### src/rtl/regfile_write_queue.sv
// regfile_write_queue: FIFO of register-file writes draining one entry per cycle; define REGFILE_WQ_FWD_EN to forward pending data to the read path
module regfile_write_queue #(
  parameter int DEPTH  = 4,
  parameter int DATA_W = 8,
  parameter int REG_W  = 1
) (
  input  logic                       clk,
  input  logic                       rst,
  input  logic                       in_valid,
  output logic                       in_ready,
  input  logic [REG_W-1:0]           in_reg,
  input  logic [DATA_W-1:0]          in_data,
  input  logic                       drain_en,
  output logic                       regWrite,
  output logic [REG_W-1:0]           writeReg,
  output logic [DATA_W-1:0]          writeData,
  input  logic [REG_W-1:0]           readReg_1,
  input  logic [REG_W-1:0]           readReg_2,
  input  logic [DATA_W-1:0]          readData_1,
  input  logic [DATA_W-1:0]          readData_2,
  output logic [DATA_W-1:0]          fwdData_1,
  output logic [DATA_W-1:0]          fwdData_2,
  output logic [$clog2(DEPTH):0]     count,
  output logic                       full,
  output logic                       empty
);
  localparam int AW = $clog2(DEPTH);
  logic [REG_W+DATA_W-1:0] mem [DEPTH];
  logic [AW-1:0] wrPtr, rdPtr;
  logic push;
  assign full      = count == (AW+1)'(DEPTH);
  assign empty     = count == '0;
  assign in_ready  = !full;
  assign push      = in_valid && in_ready;
  assign regWrite  = !empty && drain_en;
  assign {writeReg, writeData} = mem[rdPtr];
  // pointers wrap naturally since DEPTH is a power of two; reset wins over push/pop
  always_ff @(posedge clk) begin
    if (rst) begin
      wrPtr <= '0;
      rdPtr <= '0;
      count <= '0;
    end else begin
      if (push) begin
        mem[wrPtr] <= {in_reg, in_data};
        wrPtr      <= wrPtr + 1'b1;
      end
      if (regWrite) rdPtr <= rdPtr + 1'b1;
      count <= count + (AW+1)'(push) - (AW+1)'(regWrite);
    end
  end
`ifdef REGFILE_WQ_FWD_EN
  function automatic logic [DATA_W-1:0] fwd(input logic [REG_W-1:0] r, input logic [DATA_W-1:0] d);
    fwd = d;
    for (int i = 0; i < DEPTH; i++)
      if ((AW+1)'(i) < count && mem[rdPtr + AW'(i)][DATA_W +: REG_W] == r)
        fwd = mem[rdPtr + AW'(i)][DATA_W-1:0];
  endfunction
  // scan oldest to youngest so the youngest matching pending entry wins
  always_comb begin
    fwdData_1 = fwd(readReg_1, readData_1);
    fwdData_2 = fwd(readReg_2, readData_2);
  end
`else
  logic unusedRd;
  assign unusedRd  = ^{readReg_1, readReg_2};
  assign fwdData_1 = readData_1;
  assign fwdData_2 = readData_2;
`endif
endmodule

### config.mk
export PLATFORM = sky130hd
export DESIGN_NAME = regfile_write_queue
export DESIGN_NICKNAME = d
export VERILOG_FILES = /design/src/rtl/regfile_write_queue.sv
export SDC_FILE = /design/constraint.sdc
export NUM_CORES = 1
export LEC_CHECK = 0
export CORE_MARGIN = 3
export CORE_UTILIZATION = 50
export CTS_BUF_LIST = sky130_fd_sc_hd__clkbuf_4
export CTS_CLUSTER_DIAMETER = 50
export DETAILED_ROUTE_END_ITERATION = 16
export GPL_ROUTABILITY_DRIVEN = 1
export PLACE_DENSITY = 0.92
export SYNTH_ARGS = -nofsm -noshare
export SYNTH_HDL_FRONTEND = slang
export SYNTH_SLANG_ARGS = --single-unit
### constraint.sdc
create_clock -name clk -period 6.4 [get_ports clk]
set_input_delay 1.28 -clock clk [delete_from_list [all_inputs] [get_ports clk]]
set_output_delay 1.28 -clock clk [all_outputs]
set_load 0.05 [all_outputs]
# Yosys cells after proc, flatten, opt, wreduce, memory -nomap -nowiden
# Memories as Yosys holds them, arrays and structs flattened. A register that Yosys moved wholly into a read port is not among the register bits.
# Cells that the tools add are included.
# Widths: inputs -> output; s select.
dict set report op_classes {
  eq_ne 1
  mux 5
  add_sub_neg 4
  reduce_logical 5
}
# cell count
set ops {}
lappend ops {{$add 2x1->2 const B} 2}
lappend ops {{$mux 2} 2}
lappend ops {{$add 3x1->3} 1}
lappend ops {{$eq 3x3->1 const B} 1}
lappend ops {{$logic_not 3->1} 1}
lappend ops {{$mux 1} 3}
lappend ops {{$sub 3x1->3} 1}
lappend ops {{$logic_and 1x1->1} 2}
lappend ops {{$logic_not 1->1} 2}
dict set report totals {
  in_bits 31
  ram_bits 36
  elab_cells 19
  out_inout_bits 32
  n_memories 1
  reg_bits 7
}
# name words word_bits read_ports rd_clocked_by_memory_dff write_ports line
set memory_table {}
lappend memory_table {mem 4 9 1 1 1 28} ;# logic [REG_W+DATA_W-1:0] mem [DEPTH];

# Depth between registers and ports, before layout
# Gate-level depths: netlist of run 1.
dict set report depth {
  depth_word 6
  ltp_mapped 10
  depth_no_buf 9
}

# Least setup slack after synthesis of run 1
# No wires, ideal clock.
dict set report synth_timing {
  kind {in2reg}
  start {input port drain_en}
  end {register count[2]}
  slack_ns 3.329
  arrival_time_ns 2.942
  setup_ns 0.129
  path_buffers 0
  cell_stages 9
  required_ns 6.271
  path_cell_list {o31ai_1 -> inv_1 -> ha_1 -> inv_1 -> ha_1 -> fa_1 -> xnor2_1 -> xnor2_1 -> nor2_1}
}
dict set report synth_between {
  elab_chain_len 2
}
# element line
set synth_lines {}
lappend synth_lines {{start: declaration} 13} ;# input logic drain_en,
lappend synth_lines {{$logic_and 1x1->1} 35} ;# assign regWrite = !empty && drain_en;
lappend synth_lines {{named net regWrite} 14} ;# output logic regWrite,
lappend synth_lines {{$sub 3x1->3} 49} ;# count <= count + (AW+1)'(push) - (AW+1)'(regWrite);
lappend synth_lines {{end signal: assignment} 49}
lappend synth_lines {{end: declaration} 23} ;# output logic [$clog2(DEPTH):0] count,
# The timed path passes the listed nets, and every way through them passes these cells.
# A chain may end at the register's enable or synchronous reset.

# Final worst setup path of run 1
dict set report layout_timing {
  start {input port drain_en}
  end {output port regWrite}
}
dict set report layout_between {
  elab_chain_len 1
}
# element line
set layout_lines {}
lappend layout_lines {{$logic_and 1x1->1} 35}
lappend layout_lines {{end: declaration} 14}
# No other way between the ends.

==> results of run 1 <==
[layout make-up]
class | instances | share of cell area, %
timing repair buffer | 32 | 14.3
clock buffer | 5 | 1.73
multi-input combinational | 42 | 21.3
tap | 46 | 2.66
clock inverter | 3 | 0.577
inverter | 7 | 1.21
sequential | 45 | 58.2
[cell usage after synthesis, types with 2 or more instances]
| master | n |
|---|---|
| sky130_fd_sc_hd__edfxtp_1 | 36 |
| sky130_fd_sc_hd__buf_4 | 16 |
| sky130_fd_sc_hd__nor3b_1 | 4 |
| sky130_fd_sc_hd__inv_1 | 7 |
| sky130_fd_sc_hd__ha_1 | 6 |
| sky130_fd_sc_hd__xnor2_1 | 2 |
| sky130_fd_sc_hd__nor2b_1 | 2 |
| sky130_fd_sc_hd__nand3_1 | 2 |
| sky130_fd_sc_hd__a21oi_1 | 2 |
| sky130_fd_sc_hd__nor2_1 | 3 |
| sky130_fd_sc_hd__mux4_2 | 9 |
| sky130_fd_sc_hd__nand2_1 | 2 |
| sky130_fd_sc_hd__a21o_1 | 2 |
| sky130_fd_sc_hd__dfxtp_1 | 9 |
[kinds of logic (layout without fill, tap and decap cells)]
kind of cell | Yosys count | after routing
XOR/XNOR | 3 | 3
AO/OA/AOI/OAI | 7 | 7
buffers and inverters | 27 | 47
flip-flops | 45 | 45
multiplexers | 9 | 9
AND/OR/NAND/NOR | 16 | 16
adder cells (fa/ha/maj) | 7 | 7
[state kept, by name (all words and copies together) (netlist names), named ones only]
register,cells
count,3
mem,36
rdPtr,2
wrPtr,2
[routing by layer]
| metal | routed length [µm] | vias to the layer above | global-route usage [%] |
|---|---|---|---|
| li1 | - | 441 | - |
| met1 | 1210 | 462 | 17.8 |
| met2 | 1510 | 43 | 25.6 |
| met3 | 259 | 9 | 5.49 |
| met4 | 53 | 0 | 7.09 |
| met5 | 0 | - | 0 |
[worst max-delay path: stages]
cell and delay, ns:
sky130_fd_sc_hd__clkdlybuf4s50_1 0.48, sky130_fd_sc_hd__o31ai_1 0.10, sky130_fd_sc_hd__inv_1 0.12, sky130_fd_sc_hd__clkdlybuf4s50_1 0.82
[placed cells by master, fill, tap and decap left out]
master,Yosys,routed
sky130_fd_sc_hd__clkinv_1,0,2
sky130_fd_sc_hd__clkdlybuf4s50_1,0,28
sky130_fd_sc_hd__ha_1,6,6
sky130_fd_sc_hd__or3b_1,1,1
sky130_fd_sc_hd__clkbuf_4,0,5
sky130_fd_sc_hd__nand3_1,2,2
sky130_fd_sc_hd__or3_1,1,1
sky130_fd_sc_hd__inv_1,7,7
sky130_fd_sc_hd__nor2b_1,2,2
sky130_fd_sc_hd__xor2_1,1,1
sky130_fd_sc_hd__mux4_2,9,9
sky130_fd_sc_hd__edfxtp_1,36,36
sky130_fd_sc_hd__fa_1,1,1
sky130_fd_sc_hd__a21o_1,2,2
sky130_fd_sc_hd__xnor2_1,2,2
sky130_fd_sc_hd__o21ai_0,1,1
sky130_fd_sc_hd__dfxtp_1,9,9
sky130_fd_sc_hd__o31ai_1,1,1
sky130_fd_sc_hd__a21oi_2,1,1
sky130_fd_sc_hd__nor2_1,3,3
sky130_fd_sc_hd__nand2_1,2,2
sky130_fd_sc_hd__buf_4,16,4
sky130_fd_sc_hd__nor3b_1,4,4
sky130_fd_sc_hd__a21oi_1,2,2
sky130_fd_sc_hd__clkinv_2,0,1
sky130_fd_sc_hd__nor3_1,1,1
[power groups by stage]
| stage | logic [mW] | clock network, mW | registers [mW] |
|---|---|---|---|
| 2_1_floorplan | 0.265 | 0 | 0.385 |
| 3_3_place_gp | 0.333 | 0 | 0.383 |
| 3_5_place_dp | 0.343 | 0 | 0.384 |
| 4_1_cts | 0.345 | 0.125 | 0.378 |
| 5_1_grt | 0.361 | 0.139 | 0.384 |
| 6_report | 0.341 | 0.121 | 0.377 |
[per-stage QoR]
step / utilization (%) / instance area, µm²
6_report: 62.0 / 2170
5_1_grt: 62.0 / 2170
4_1_cts: 62.0 / 2170
3_5_place_dp: 60.6 / 2120
3_3_place_gp: 60.6 / 2120
2_1_floorplan: - / 1890
[worst paths after layout]
path | to | slack [ns] | cells past startpoint
min | rdPtr[1] | 0.51 | 2
max reg2reg | count[2] | 4.00 | 9
min reg2reg | rdPtr[1] | 0.51 | 2
max | regWrite | 2.32 | 4
==> run summary, run 1 <==
outcome: finished, final reports clean
PwrDens: 387 nW/µm²
number of synthesized register bits: 45
net switching fraction of the power: 38.1%
Cell Count Post-Placement: 172
startpoint kind of the worst setup timing path: input port
clock network fraction of total power: 14.5%
actual slew at the worst max-slew pin: 0.576 ns
highest achievable clock rate: 245 MHz
maximum fanout along the worst path: 2
r2r startpoint: count[2]
Net Count, Synth: 152
Post CTS Setup Buffer Count: 0
basic-gate share of the synthesized area counting and, or, nand and nor cells: 4.82%
area delta synth->final: 14.5%
kind of end point of the critical path: output port
clock period minus final worst setup slack: 4.08 ns
overflow left after global routing: 0
full die area: 4560 µm²
Initial Util: 54.2%
register share of total power: 44.9%
multi-input combinational cell area: 462 µm²
Chip Width: 67.5 µm
share of the synthesized area in the top cell type: 57.1%
via total after detailed routing: 955
Clk Latency, worst-skew pair: 0.35 ns
dominant combinational cell family by area after synthesis: multiplexers
count of fill cells added during filler insertion: 264
setup repair after global routing missed its margin: no
combined flip-flop and latch cell area: 1260 µm²
largest vdd supply drop: 0.218 mV
number of remaining DRC errors: 0
count of final max-slew check failures: 0
average cell area after synthesis: 16.6 µm²
multiplexer area fraction after synthesis: 10.7%
share of synthesized registers carrying an async set or reset: 0%
top post-synthesis cells by area: sky130_fd_sc_hd__edfxtp_1 57%, sky130_fd_sc_hd__mux4_2 11%, sky130_fd_sc_hd__dfxtp_1 9.5%
CTS root buffer: sky130_fd_sc_hd__clkbuf_4
top-level I/O count: 63
vias in the first global route: 1029
Diodes inserted: 0
worst hold slack across all endpoints: 0.511 ns
Relative slew margins: 61.5%
category of the most critical setup path: in -> out
Post-CTS Hold Buffers: 0
Final Worst Setup Slack: 2.32 ns
total count of hold-check failures in the final report: 0
overall track demand over capacity in global routing: 15.4%
filler-free cell count of the finished design: 180
net switching component of the power: 320 µW
post-DR vias/cell: 5.31
HP Start: rdPtr[1]
row count: 21
clock slew seen by the registers of the worst setup and hold paths: 0.12 ns
post-synthesis share of cell area spent on xor and xnor gates: 1.39%
max-capacitance violation count: 0
fraction of final layout cells sized beyond drive strength 1: 14.9%
floorplan die height: 67.5 µm
number of routed nets with antenna violations: 0
Max Clock Skew: 0.00803 ns
buffers from clock root to sink, at most: 2
internal power: 520 µW
register area share after synthesis: 66.6%
clock buffers created by TritonCTS: 5
number of nets in the layout: 171
combinational cell fraction of total power: 40.6%
drt wl/cell: 16.8 µm
total number of yosys warnings: 0
wire length of the first global-routing pass: 4950 µm
antenna violations before repair: 0
EDFF count, synth: 36
library cell with the largest summed area after synthesis: sky130_fd_sc_hd__edfxtp_1
static leakage: 0.742 nW
worst slack after detailed placement: 2.32 ns
CORE AREA: 3490 µm²
number of distinct library cell variants in the gate-level netlist after synthesis: 26
initial drt markers: 44
input/output buffers: 28
routed wire length: 3030 µm
Setup violations, final: 0
Most used DFF post-synth: sky130_fd_sc_hd__edfxtp_1
CP startpoint: drain_en
adder and majority cell fraction of the synthesized area: 5.02%
number of iterations in the first detailed-routing pass: 6
sum of negative setup slack: 0 ns
data arrival time of the critical path: 2.80 ns
type of the worst min-delay path: reg -> reg
clock sink count: 45
share of the synthesized area in compound gates (AO/OA/AOI/OAI): 2.45%
pin count of the biggest net entering global routing: 14
number of levels the H-tree was split into: 2
post-synthesis instance area: 1890 µm²
cts repair resizes: 0
last weighted congestion value of the routability-driven placer: 0.708
Pwr Total: 840 µW
Mapped Cells: 114
fin crit share: 63.8%
clock tree from TritonCTS: built
HPWL after detailed placement: 2200 µm
CP Data Required Time: 5.12 ns
Note: power is estimated with default switching activity, not from simulation.
==> run 2: changes to the inputs <==
--- a/config.mk
+++ b/config.mk
@@ -6,12 +6,12 @@
 export NUM_CORES = 1
 export LEC_CHECK = 0
 export CORE_MARGIN = 3
-export CORE_UTILIZATION = 50
+export CORE_UTILIZATION = 42
 export CTS_BUF_LIST = sky130_fd_sc_hd__clkbuf_4
 export CTS_CLUSTER_DIAMETER = 50
 export DETAILED_ROUTE_END_ITERATION = 16
 export GPL_ROUTABILITY_DRIVEN = 1
-export PLACE_DENSITY = 0.92
+export PLACE_DENSITY = 0.83
 export SYNTH_ARGS = -nofsm -noshare
 export SYNTH_HDL_FRONTEND = slang
 export SYNTH_SLANG_ARGS = --single-unit
==> constraint.sdc (replaced) <==
create_clock -name clk -period 3.7 [get_ports clk]
set_input_delay 0.74 -clock clk [delete_from_list [all_inputs] [get_ports clk]]
set_output_delay 0.74 -clock clk [all_outputs]
set_load 0.05 [all_outputs]
==> run 2 against run 1 <==
Net effect:
- core utilization fell by 9.8 points
- global-route usage decreased by 2.8 points
- worst hold slack gained 0.0039 ns
==> run summary, run 2 (synthesized netlist as in run 1, its figures left out) <==
outcome: finished, final reports clean
startpoint kind of the worst setup timing path: flip-flop
overflow left after global routing: 0 (unchanged)
Diodes inserted: 0 (unchanged)
floorplan die height: 73.1 µm (+8.3%)
type of the worst min-delay path: reg -> reg
r2r startpoint: count[2]
row count: 23 (+9.5%)
Worst setup endpoint: writeReg
number of remaining DRC errors: 0 (unchanged)
initial drt markers: 58 (+32%)
fraction of final layout cells sized beyond drive strength 1: 16.4% (+1.5 points)
wire length of the first global-routing pass: 4900 µm (-0.97%)
registers with the highest flip-flop counts: mem: 36 flops, count: 3 flops
drt wl/cell: 16.8 µm (-0.33%)
post-DR vias/cell: 5.18 (-2.3%)
setup repair after global routing missed its margin: no
routed wire length: 3090 µm (+1.9%)
reg2reg setup slack: 1.34 ns (-2.66 ns)
largest vdd supply drop: 0.408 mV (+87%)
top-level I/O count: 63 (unchanged)
data arrival time of the critical path: 2.36 ns (-0.44 ns)
Post CTS Setup Buffer Count: 0 (unchanged)
input/output buffers: 28 (unchanged)
area delta synth->final: 15.0%
cts repair resizes: 0 (unchanged)
hold path cells: 2 (unchanged)
kind of end point of the critical path: output port
antenna violations before repair: 0 (unchanged)
worst hold slack across all endpoints: 0.515 ns (+0.00392 ns)
vias in the first global route: 1002 (-2.6%)
Largest register FFs: 36 (unchanged)
Reg2Reg Capture Point: count[2]
fin crit share: 83.7%
CP Data Required Time: 2.96 ns (-2.16 ns)
CTS root buffer: sky130_fd_sc_hd__clkbuf_4
via total after detailed routing: 954 (-0.10%)
buffers from clock root to sink, at most: 2 (unchanged)
clock period minus final worst setup slack: 3.10 ns
PwrDens: 670 nW/µm² (+73%)
sum of negative setup slack: 0 ns (unchanged)
pin count of the biggest net entering global routing: 15 (+1)
full die area: 5350 µm² (+17%)
Largest Register: mem
HPWL after detailed placement: 2130 µm (-3.2%)
Post-CTS Hold Buffers: 0 (unchanged)
category of the most critical setup path: reg -> out
Cell Count Post-Placement: 176 (+2.3%)
Final Worst Setup Slack: 0.604 ns (-1.71 ns)
clock tree from TritonCTS: built
actual slew at the worst max-slew pin: 0.583 ns (+0.00700 ns)
clock slew seen by the registers of the worst setup and hold paths: 0.12 ns (about the same)
highest achievable clock rate: 323 MHz
total count of hold-check failures in the final report: 0 (unchanged)
number of routed nets with antenna violations: 0 (unchanged)
clock buffers created by TritonCTS: 5 (unchanged)
commonest non-fill, non-tap cell in the layout: sky130_fd_sc_hd__edfxtp_1
Setup violations, final: 0 (unchanged)
maximum fanout along the worst path: 9 (+7)
max-capacitance violation count: 0 (unchanged)
number of iterations in the first detailed-routing pass: 4 (-2)
clock sink count: 45 (unchanged)
Register-to-Register Path Depth: 9 (unchanged)
Relative slew margins: 61.1% (-0.47 points)
overall track demand over capacity in global routing: 12.7% (-2.8 points)
filler-free cell count of the finished design: 184 (+2.2%)
count of final max-slew check failures: 0 (unchanged)
most frequent cells in the layout: 36 x sky130_fd_sc_hd__edfxtp_1, 28 x sky130_fd_sc_hd__clkdlybuf4s50_1, 9 x sky130_fd_sc_hd__mux4_2, 9 x sky130_fd_sc_hd__dfxtp_1, 7 x sky130_fd_sc_hd__inv_1
Clk Latency, worst-skew pair: 0.34 ns (about the same)
static leakage: 0.742 nW (+0.12%)
Initial Util: 45.4% (-8.8 points)
last weighted congestion value of the routability-driven placer: 0.719 (+1.6%)
number of levels the H-tree was split into: 2 (unchanged)
CORE AREA: 4170 µm² (+19%)
worst slack after detailed placement: 0.745 ns (-1.58 ns)
number of nets in the layout: 171 (unchanged)
Max Clock Skew: 0.00803 ns (-0.00000625 ns)
HP Start: rdPtr[1]
Chip Width: 73.1 µm (+8.3%)
[run 2: cell count changes in the layout (fill, tap and decap cells not counted)]
cell	delta
sky130_fd_sc_hd__clkinv_2	+1
sky130_fd_sc_hd__clkinv_1	-2
sky130_fd_sc_hd__clkinvlp_4	+1
[run 2: stage by stage]
stage	total power, mW	instance area [µm²]	utilization, %
finish	1.46	2180	52.2
global route	1.53	2180	52.2
CTS	1.48	2180	52.2
detailed placement	1.26	2120	50.9
global placement	1.24	2120	50.9
floorplan	1.12	1890	-
[run 2: cell type report]
cell class | count | area [µm²]
Fill cell | 335 | 2000
Sequential cell | 45 | 1260
Multi-Input combinational cell | 42 | 462
Timing Repair Buffer | 32 | 310
Tap cell | 50 | 62.6
Clock buffer | 5 | 37.5
Inverter | 7 | 26.3
Clock inverter | 3 | 17.5
[run 2: how the worst min path moves through the flow]
stage / slack (ns) / endpoint
floorplan: 0.46 / flip-flop
global placement: 0.47 / rdPtr[1]
detailed placement: 0.49 / rdPtr[1]
CTS: 0.52 / flip-flop
global route: 0.56 / rdPtr[1]
finish: 0.52 / rdPtr[1]
[run 2: worst max-delay path, stage by stage (launching register included)]
cell and delay (ns):
sky130_fd_sc_hd__dfxtp_1 0.71, sky130_fd_sc_hd__mux4_2 0.59, sky130_fd_sc_hd__clkdlybuf4s50_1 0.71
[run 2: metal layers]
metal  wire, µm  part of all wire, %  GRT usage, %  vias to the layer above
li1           -                    -             -                      446
met1       1210                   39          13.7                      445
met2       1510                   49          21.2                       46
met3        266                  8.6          5.23                       17
met4         99                  3.2          6.35                        0
met5          0                    0             0                        -
[run 2: where the power goes]
group / internal, mW / switching, mW
Sequential: 0.595 / 0.0569
Clock: 0.0718 / 0.148
Combinational: 0.236 / 0.351
Total: 0.902 / 0.556
==> run 3: changes to the inputs <==
--- a/config.mk
+++ b/config.mk
@@ -6,12 +6,12 @@
 export NUM_CORES = 1
 export LEC_CHECK = 0
 export CORE_MARGIN = 3
-export CORE_UTILIZATION = 42
+export CORE_UTILIZATION = 47
 export CTS_BUF_LIST = sky130_fd_sc_hd__clkbuf_4
 export CTS_CLUSTER_DIAMETER = 50
 export DETAILED_ROUTE_END_ITERATION = 16
 export GPL_ROUTABILITY_DRIVEN = 1
-export PLACE_DENSITY = 0.83
+export PLACE_DENSITY = 0.88
 export SYNTH_ARGS = -nofsm -noshare
 export SYNTH_HDL_FRONTEND = slang
 export SYNTH_SLANG_ARGS = --single-unit
==> constraint.sdc (replaced) <==
create_clock -name clk -period 3.2 [get_ports clk]
set_input_delay 0.64 -clock clk [delete_from_list [all_inputs] [get_ports clk]]
set_output_delay 0.64 -clock clk [all_outputs]
set_load 0.05 [all_outputs]
==> run 3 against run 2 <==
Net effect:
- via count is 0.63% lower
- clock power grew 20%
- core utilization is 5.8 points higher
- sequential share of layout area down 0.20 points
- sequential cell count did not move
- combinational power grew 20%
==> run summary, run 3 (synthesized netlist as in run 1, its figures left out) <==
outcome: finished, final reports clean
vias in the first global route: 959 (-4.3%)
count of final max-slew check failures: 0 (unchanged)
clock period minus final worst setup slack: 2.87 ns
overflow left after global routing: 0 (unchanged)
top-level I/O count: 63 (unchanged)
filler-free cell count of the finished design: 183 (-0.54%)
last weighted congestion value of the routability-driven placer: 0.696 (-3.2%)
clock buffers created by TritonCTS: 5 (unchanged)
category of the most critical setup path: reg -> out
most frequent cells in the layout: 36 x sky130_fd_sc_hd__edfxtp_1, 28 x sky130_fd_sc_hd__clkdlybuf4s50_1, 9 x sky130_fd_sc_hd__mux4_2, 9 x sky130_fd_sc_hd__dfxtp_1
CP Data Required Time: 2.56 ns (-0.40 ns)
kind of end point of the critical path: output port
total count of hold-check failures in the final report: 0 (unchanged)
Pwr Total: 1.70 mW (+17%)
area delta synth->final: 15.4%
startpoint kind of the worst setup timing path: flip-flop
full die area: 4830 µm² (-9.8%)
type of the worst min-delay path: reg -> reg
drt wl/cell: 15.9 µm (-5.6%)
Post-CTS Hold Buffers: 0 (unchanged)
floorplan die height: 69.5 µm (-5.0%)
largest vdd supply drop: 0.497 mV (+22%)
row count: 22 (-4.3%)
HPWL after detailed placement: 2020 µm (-5.4%)
post-DR vias/cell: 5.18 (about the same)
number of routed nets with antenna violations: 0 (unchanged)
registers with the highest flip-flop counts: mem: 36 flops, count: 3 flops
Clk Latency, worst-skew pair: 0.35 ns (about the same)
number of iterations in the first detailed-routing pass: 4 (unchanged)
cts repair resizes: 0 (unchanged)
clock sink count: 45 (unchanged)
register share of total power: 43.0% (-1.7 points)
actual slew at the worst max-slew pin: 0.503 ns (-0.0799 ns)
Diodes inserted: 0 (unchanged)
overall track demand over capacity in global routing: 12.6% (-0.021 points)
Largest register FFs: 36 (unchanged)
highest achievable clock rate: 349 MHz
static leakage: 0.753 nW (+1.4%)
fraction of final layout cells sized beyond drive strength 1: 17.0% (+0.62 points)
Largest Register: mem
wire length of the first global-routing pass: 4630 µm (-5.5%)
combinational cell fraction of total power: 41.4% (+1.1 points)
Setup violations, final: 0 (unchanged)
clock network fraction of total power: 15.6% (+0.5 points)
pin count of the biggest net entering global routing: 14 (-1)
data arrival time of the critical path: 2.23 ns (-0.13 ns)
maximum fanout along the worst path: 7 (-2)
sum of negative setup slack: 0 ns (unchanged)
Chip Width: 69.5 µm (-5.0%)
Initial Util: 50.2% (+4.8 points)
initial drt markers: 49 (-16%)
number of remaining DRC errors: 0 (unchanged)
antenna violations before repair: 0 (unchanged)
Post CTS Setup Buffer Count: 0 (unchanged)
net switching component of the power: 632 µW (+14%)
clock slew seen by the registers of the worst setup and hold paths: 0.11 ns (about the same)
Max Clock Skew: 0.00967 ns (+0.00164 ns)
number of levels the H-tree was split into: 2 (unchanged)
commonest non-fill, non-tap cell in the layout: sky130_fd_sc_hd__edfxtp_1
number of nets in the layout: 172 (+0.58%)
CTS root buffer: sky130_fd_sc_hd__clkbuf_4
net switching fraction of the power: 37.1% (-0.98 points)
PwrDens: 779 nW/µm² (+16%)
clock tree from TritonCTS: built
Cell Count Post-Placement: 175 (-0.57%)
fin crit share: 89.6%
worst hold slack across all endpoints: 0.510 ns (-0.00493 ns)
via total after detailed routing: 948 (-0.63%)
fin util: 57.9% (+5.8 points)
CORE AREA: 3770 µm² (-9.6%)
max-capacitance violation count: 0 (unchanged)
buffers from clock root to sink, at most: 2 (unchanged)
Relative slew margins: 66.4% (+5.3 points)
routed wire length: 2900 µm (-6.1%)
internal power: 1.07 mW (+19%)
input/output buffers: 28 (unchanged)
setup repair after global routing missed its margin: no
run 3: cell count changes in the layout (fill, tap and decap cells not counted):
cell,change
sky130_fd_sc_hd__clkbuf_4,+2
sky130_fd_sc_hd__clkinv_2,-1
sky130_fd_sc_hd__clkinvlp_4,-1
sky130_fd_sc_hd__buf_4,+1
run 3: metrics by stage:
| step | setup WS, ns | cell area (µm²) |
|---|---|---|
| 3_5_place_dp | 0.443 | 2130 |
| 3_3_place_gp | 0.447 | 2130 |
| 5_1_grt | 0.218 | 2180 |
| 6_report | 0.334 | 2180 |
| 2_1_floorplan | 0.599 | 1890 |
| 4_1_cts | 0.287 | 2180 |
run 3: area by class of cell:
type                    count  area, µm²
clock buffers               7       52.6
clock inverters             1       5.00
fillers                   275       1590
inverters                   7       26.3
multi-input cells          42        462
flip-flops and latches     45       1260
well taps                  48       60.1
repair buffers             33        318
run 3: path summary, 6_finish.rpt:
path	to	startpoint	cells after the start	slack (ns)
worst max-delay path	writeData[5]	flip-flop	3	0.33
worst min-delay path	rdPtr[1]	rdPtr[1]	2	0.51
worst max register to register	count[2]	count[2]	9	0.85
worst min register to register	rdPtr[1]	rdPtr[1]	2	0.51
run 3: metal layers:
layer | wire length, µm | part of all wire (%) | track usage, % | vias up
met3 | 190 | 6.5 | 3.77 | 17
met2 | 1440 | 50 | 20.9 | 34
met4 | 95 | 3.3 | 7.16 | 0
met1 | 1180 | 41 | 14.6 | 456
met5 | 0 | 0 | 0 | -
li1 | - | - | - | 441
run 3: power by group through the flow:
stage / Clock, mW / Combinational [mW] / Sequential (mW)
final: 0.265 / 0.704 / 0.733
after global routing: 0.301 / 0.747 / 0.741
after CTS: 0.271 / 0.716 / 0.735
after detailed placement: 0 / 0.714 / 0.747
after global placement: 0 / 0.698 / 0.743
after floorplan: 0 / 0.530 / 0.770
run 3: worst max-delay path: stages (launching register included):
cell	delay (ns)
sky130_fd_sc_hd__dfxtp_1	0.42
sky130_fd_sc_hd__buf_4	0.23
sky130_fd_sc_hd__mux4_2	0.52
sky130_fd_sc_hd__clkdlybuf4s50_1	0.71
